`config.mk`:
```
export PLATFORM = sky130hd
export DESIGN_NAME = hex_scan_driver
export DESIGN_NICKNAME = d
export VERILOG_FILES = /design/src/rtl/hex_scan_driver.sv
export SDC_FILE = /design/constraint.sdc
export NUM_CORES = 1
export LEC_CHECK = 0
export BUFFER_PORTS_ARGS = -buffer_cell sky130_fd_sc_hd__buf_2
export CAP_MARGIN = 20
export CORE_ASPECT_RATIO = 1.25
export CORE_MARGIN = 2
export CORE_UTILIZATION = 56
export DETAILED_ROUTE_END_ITERATION = 10
export GPL_TIMING_DRIVEN = 1
export PLACE_DENSITY = 0.79
export SLEW_MARGIN = 0
export SYNTH_ARGS = -nofsm -noshare
export SYNTH_HDL_FRONTEND = slang
export SYNTH_SLANG_ARGS = --single-unit
```
`constraint.sdc`:
```
create_clock -name Clk -period 3.5 [get_ports Clk]
set_input_delay 0.525 -clock Clk [delete_from_list [all_inputs] [get_ports Clk]]
set_output_delay 0.525 -clock Clk [all_outputs]
set_load 0.02 [all_outputs]
```
`src/rtl/hex_scan_driver.sv`:
```
// Multiplexed hex-digit scanner with double-buffered value, per-digit blank and decimal point.
// Optional leading-zero suppression is enabled by defining HEX_LZ_SUPPRESS_EN.
module hex_scan_driver #(
    parameter int NUM_DIGITS = 4,
    parameter int SCAN_DIV   = 1000
) (
    input  logic                    Clk,
    input  logic                    Reset,
    input  logic [4*NUM_DIGITS-1:0] Value,
    input  logic                    Load,
    input  logic [NUM_DIGITS-1:0]   DpIn,
    input  logic [NUM_DIGITS-1:0]   BlankIn,
    output logic [6:0]              Seg,
    output logic                    Dp,
    output logic [NUM_DIGITS-1:0]   DigitSel,
    output logic                    FrameTick
);

    localparam int W     = 4 * NUM_DIGITS;
    localparam int IDX_W = (NUM_DIGITS > 1) ? $clog2(NUM_DIGITS) : 1;
    localparam int DIV_W = $clog2(SCAN_DIV);

    localparam logic [DIV_W-1:0] DIV_LAST = DIV_W'(SCAN_DIV - 1);
    localparam logic [IDX_W-1:0] IDX_LAST = IDX_W'(NUM_DIGITS - 1);

    // Segment patterns are active-low, bit 0 = a ... bit 6 = g.
    function automatic logic [6:0] glyph(input logic [3:0] nib);
        logic [6:0] s;
        case (nib)
            4'h0: s = 7'b1000000;
            4'h1: s = 7'b1111001;
            4'h2: s = 7'b0100100;
            4'h3: s = 7'b0110000;
            4'h4: s = 7'b0011001;
            4'h5: s = 7'b0010010;
            4'h6: s = 7'b0000010;
            4'h7: s = 7'b1111000;
            4'h8: s = 7'b0000000;
            4'h9: s = 7'b0010000;
            4'hA: s = 7'b0001000;
            4'hB: s = 7'b0000011;
            4'hC: s = 7'b1000110;
            4'hD: s = 7'b0100001;
            4'hE: s = 7'b0000110;
            default: s = 7'b0001110;
        endcase
        return s;
    endfunction

`ifdef HEX_LZ_SUPPRESS_EN
    // Position of the most significant nonzero nibble; 0 when the whole value is zero.
    function automatic logic [IDX_W-1:0] msd_index(input logic [W-1:0] v);
        logic [IDX_W-1:0] m;
        m = '0;
        for (int i = 0; i < NUM_DIGITS; i++) begin
            if (v[4*i +: 4] != 4'h0) begin
                m = IDX_W'(i);
            end
        end
        return m;
    endfunction
`endif

    logic [DIV_W-1:0]      div_q, div_d;
    logic [IDX_W-1:0]      idx_q, idx_d;
    logic [W-1:0]          shadow_q, shadow_d;
    logic [W-1:0]          disp_q, disp_d;
    logic                  pend_q, pend_d;
    logic [6:0]            seg_q, seg_d;
    logic                  dp_q, dp_d;
    logic [NUM_DIGITS-1:0] sel_q, sel_d;
    logic                  tick_q, tick_d;

    logic                  div_wrap;
    logic                  frame_wrap;
    logic [3:0]            cur_nib;
    logic                  cur_blank;
    logic                  cur_dp;
    logic                  lz_blank;
    logic [NUM_DIGITS-1:0] onehot;

    always_comb begin
        div_wrap   = (div_q == DIV_LAST);
        frame_wrap = div_wrap && (idx_q == IDX_LAST);
        div_d      = div_wrap ? '0 : div_q + 1'b1;
        idx_d      = idx_q;
        if (div_wrap) begin
            idx_d = (idx_q == IDX_LAST) ? '0 : idx_q + 1'b1;
        end
    end

    // A Load landing on the wrap edge bypasses the shadow so it shows in the frame just starting.
    always_comb begin
        shadow_d = shadow_q;
        disp_d   = disp_q;
        pend_d   = pend_q;
        if (Load && frame_wrap) begin
            disp_d = Value;
            pend_d = 1'b0;
        end else if (Load) begin
            shadow_d = Value;
            pend_d   = 1'b1;
        end else if (frame_wrap && pend_q) begin
            disp_d = shadow_q;
            pend_d = 1'b0;
        end
    end

    always_comb begin
        cur_nib   = 4'h0;
        cur_blank = 1'b0;
        cur_dp    = 1'b0;
        onehot    = '0;
        for (int i = 0; i < NUM_DIGITS; i++) begin
            if (idx_q == IDX_W'(i)) begin
                cur_nib   = disp_q[4*i +: 4];
                cur_blank = BlankIn[i];
                cur_dp    = DpIn[i];
                onehot[i] = 1'b1;
            end
        end
`ifdef HEX_LZ_SUPPRESS_EN
        lz_blank = (idx_q > msd_index(disp_q));
`else
        lz_blank = 1'b0;
`endif
        seg_d  = (cur_blank || lz_blank) ? 7'b1111111 : glyph(cur_nib);
        dp_d   = ~cur_dp;
        sel_d  = ~onehot;
        tick_d = frame_wrap;
    end

    always_ff @(posedge Clk) begin
        if (Reset) begin
            div_q    <= '0;
            idx_q    <= '0;
            shadow_q <= '0;
            disp_q   <= '0;
            pend_q   <= 1'b0;
            seg_q    <= 7'b1111111;
            dp_q     <= 1'b1;
            sel_q    <= '1;
            tick_q   <= 1'b0;
        end else begin
            div_q    <= div_d;
            idx_q    <= idx_d;
            shadow_q <= shadow_d;
            disp_q   <= disp_d;
            pend_q   <= pend_d;
            seg_q    <= seg_d;
            dp_q     <= dp_d;
            sel_q    <= sel_d;
            tick_q   <= tick_d;
        end
    end

    assign Seg       = seg_q;
    assign Dp        = dp_q;
    assign DigitSel  = sel_q;
    assign FrameTick = tick_q;

endmodule

```
==> impl_metrics.ini <==
[drt]
final_antenna_net_count = 0
wl_um = 5370
post_drt_wl_per_cell_um = 13.0
drtPass1Iterations = 4
vias = 2223
drc_errors = 0
via_per_inst = 5.38
drtIter0Drc = 129

[clocking]
clk_pin_slew_worst_paths_ns = 0.06
cts_resized = 0
cts_setup_buffers = 0
clk_latency_ns = 0.35
cts_tree = built
cts_hold_buf = 0
cts-root-buf = clkbuf_8
cts_buffers = 9
htreeDepth = 3
clock_sinks = 58
clockBufferDepth = 2

[sta]
finalHoldViolCount = 0
relSlewSlack_pct = 45.2
setup_viol = 0
fmax_ghz = 0.351
rsz0062_at_grt = no
skew_ns = 0.00748
fin_setup_tns_ns = 0
finalMaxSlewViolations = 0
period_needed_ns = 2.85
fin_crit_sh_pct = 81.4
worst_slack_ns = 0.651
worstMarginPinSlew_ns = 0.821

[global_route]
grt_first_pass_wirelength_um = 9400
grt_use_met1_pct = 25.8
use_met3_pct = 6.23
grt_usage_pct = 23.2
gr-usage-met2_pct = 41.2
antenna_found_initial = 0
grt_pass1_vias = 2133
top_usage_layer = met2
grt_max_degree = 30
overflow = 0

[yosys]
yosysWarnings = 0
synthCells = 314
synthesis.nets = 352
avgSynthCellArea_um2 = 8.41
synthDistinctLibCells = 37
synth-seq-cells = 58
ys_seq_area_share_pct = 44.0
syn_area_um2 = 2640

[die]
die_w_um = 65.4
die_h_um = 80.8
dieArea_um2 = 5280
initial_core_util_pct = 59.2
io_pins = 40
core-area_um2 = 4460
rows = 27

[setup_path]
endpoint = Seg[3]$_SDFF_PP1_
r2r-end = Seg[3]$_SDFF_PP1_
critPathKind = register to register
r2r_start = idx_q[0]$_SDFFE_PP0P_
critPathSlowestCell = ha_1
cp.depth = 9
crit_path_start_kind = register
critPathRequiredTime_ns = 3.70
path_max_fanout = 24
r2r_slack_ns = 0.65
crit_path_max_incr_delay_ns = 0.65
crit_path_end_kind = register
path_cells = ha_1, a211oi_1, a211oi_1, inv_1, ha_1, inv_1, a21oi_1, a22o_1, nand2_1
critPathArrivalTime_ns = 3.05
crit_start = idx_q[0]$_SDFFE_PP0P_
crit_family = adder cells
critPathBufInv = 2
r2r_cells = 9

[power]
power.internal_mw = 0.977
vdd_drop_max_v = 0.000244
power_frac_comb_pct = 6.6
p_sw_share_pct = 24.1
switching_power_mw = 0.310
p_per_area_nw_per_um2 = 425
leakage_nw = 1.19
power_frac_seq_pct = 53.5
p_clk_share_pct = 39.9

[cells_and_area]
fin_nets = 390
layout_commonest_cell = nand2_1
layout-drive-gt1-share_pct = 18.3
n_antenna_cell = 0
final_area_um2 = 3030
layout_common_cells = nand2_1, dfxtp_1, buf_2
syn2layout_area_growth_pct = 14.7

[placed_design]
post-dp-hpwl_um = 3840
place_ws_ns = 0.685
io_buffer_count = 39
place_area_um2 = 2860
place_congestion = 0.796

[min_path]
min_path_type = primary input to register

[run]
drv_cap = 0

[run_status]
status = finished clean
==> state kept, by name (all words and copies together) (netlist names) <==
signal,count
Dp,1
shadow_q,16
idx_q,2
FrameTick,1
pend_q,1
Seg,7
DigitSel,4
div_q,10
disp_q,16
==> per-layer routing <==
metal  routed length [um]  up-vias
met1                 2190     1039
met4                   86        0
met2                 2830       45
met5                    0        -
li1                     -     1131
met3                  265        8
==> how the worst min path moves through the flow <==
stage,from,end,slack (ns),cells after the start
2_1_floorplan,disp_q[13]$_SDFFE_PP0P_,disp_q[13]$_SDFFE_PP0P_,0.43,2
4_1_cts,Value[6],shadow_q[6]$_SDFFE_PP0P_,0.42,3
3_5_place_dp,disp_q[6]$_SDFFE_PP0P_,disp_q[6]$_SDFFE_PP0P_,0.45,2
3_3_place_gp,shadow_q[7]$_SDFFE_PP0P_,shadow_q[7]$_SDFFE_PP0P_,0.44,2
5_1_grt,Value[7],shadow_q[7]$_SDFFE_PP0P_,0.43,3
6_report,Value[13],shadow_q[13]$_SDFFE_PP0P_,0.43,3
==> logic make-up (layout without fill, tap and decap cells) <==
group / count (synthesis) / in the layout / synth area share [%]
XOR/XNOR: 8 / 8 / 2.65
AO/OA/AOI/OAI: 60 / 60 / 15.5
flip-flops: 58 / 58 / 44.0
AND/OR/NAND/NOR: 144 / 144 / 25.9
multiplexers: 6 / 6 / 2.37
buffers and inverters: 27 / 68 / 4.41
adder cells (fa/ha/maj): 11 / 11 / 5.21
==> worst min-delay path, cell delays in order <==
cell and delay [ns]:
buf_2 0.10, nand2_1 0.05, a21oi_1 0.05
==> synthesized netlist by cell type <==
cell	n	area share, %
nand2_1	59	8.4
dfxtp_1	58	44
nor2_1	35	5.0
a21oi_1	22	4.2
nor2b_1	22	5.2
o31ai_1	16	4.5
ha_1	11	5.2
clkbuf_1	10	1.4
inv_1	9	1.3
a211oi_1	7	2.0
buf_2	6	1.1
nand2b_1	6	1.4
xnor2_1	6	2.0
nand3_1	5	0.95
mux2i_1	4	1.5
a221oi_1	3	1.0
and3_1	3	0.71
nand3b_1	3	0.85
nor3b_1	3	0.85
o211ai_1	3	0.85
or2_2	3	0.71
buf_4	2	0.57
mux2_2	2	0.85
nor3_1	2	0.38
xor2_1	2	0.66
a211o_1	1	0.33
a21bo_1	1	0.38
a21boi_1	1	0.28
a221o_1	1	0.38
a22o_1	1	0.33
and3b_1	1	0.33
nand4b_1	1	0.33
nor4_4	1	0.81
o21ai_0	1	0.19
o221ai_1	1	0.33
o22a_1	1	0.33
o2bb2ai_1	1	0.33
==> power by group through the flow <==
stage,Sequential (mW),Combinational [mW],Clock [mW]
4_1_cts,0.688,0.0852,0.522
5_1_grt,0.690,0.0965,0.551
3_3_place_gp,0.702,0.0822,0
6_report,0.688,0.0852,0.514
2_1_floorplan,0.708,0.0477,0
3_5_place_dp,0.703,0.0851,0
==> through the flow <==
stage          util (%)  hold slack, ns  total power [mW]  std cells
6_report           67.9           0.425              1.29        413
2_1_floorplan         -           0.425             0.755        314
3_3_place_gp       64.0           0.442             0.784        397
5_1_grt            67.9           0.428              1.34        413
4_1_cts            67.7           0.421              1.30        412
3_5_place_dp       64.2           0.448             0.788        398
==> cell type report <==
cell class | instances | area, um^2
clock buffers | 10 | 138
clock inverters | 4 | 20.0
fillers | 400 | 1430
inverters | 9 | 33.8
multi-input cells | 229 | 1360
flip-flops and latches | 58 | 1160
well taps | 58 | 72.6
repair buffers | 45 | 240
(Power assumes the default switching activity.)
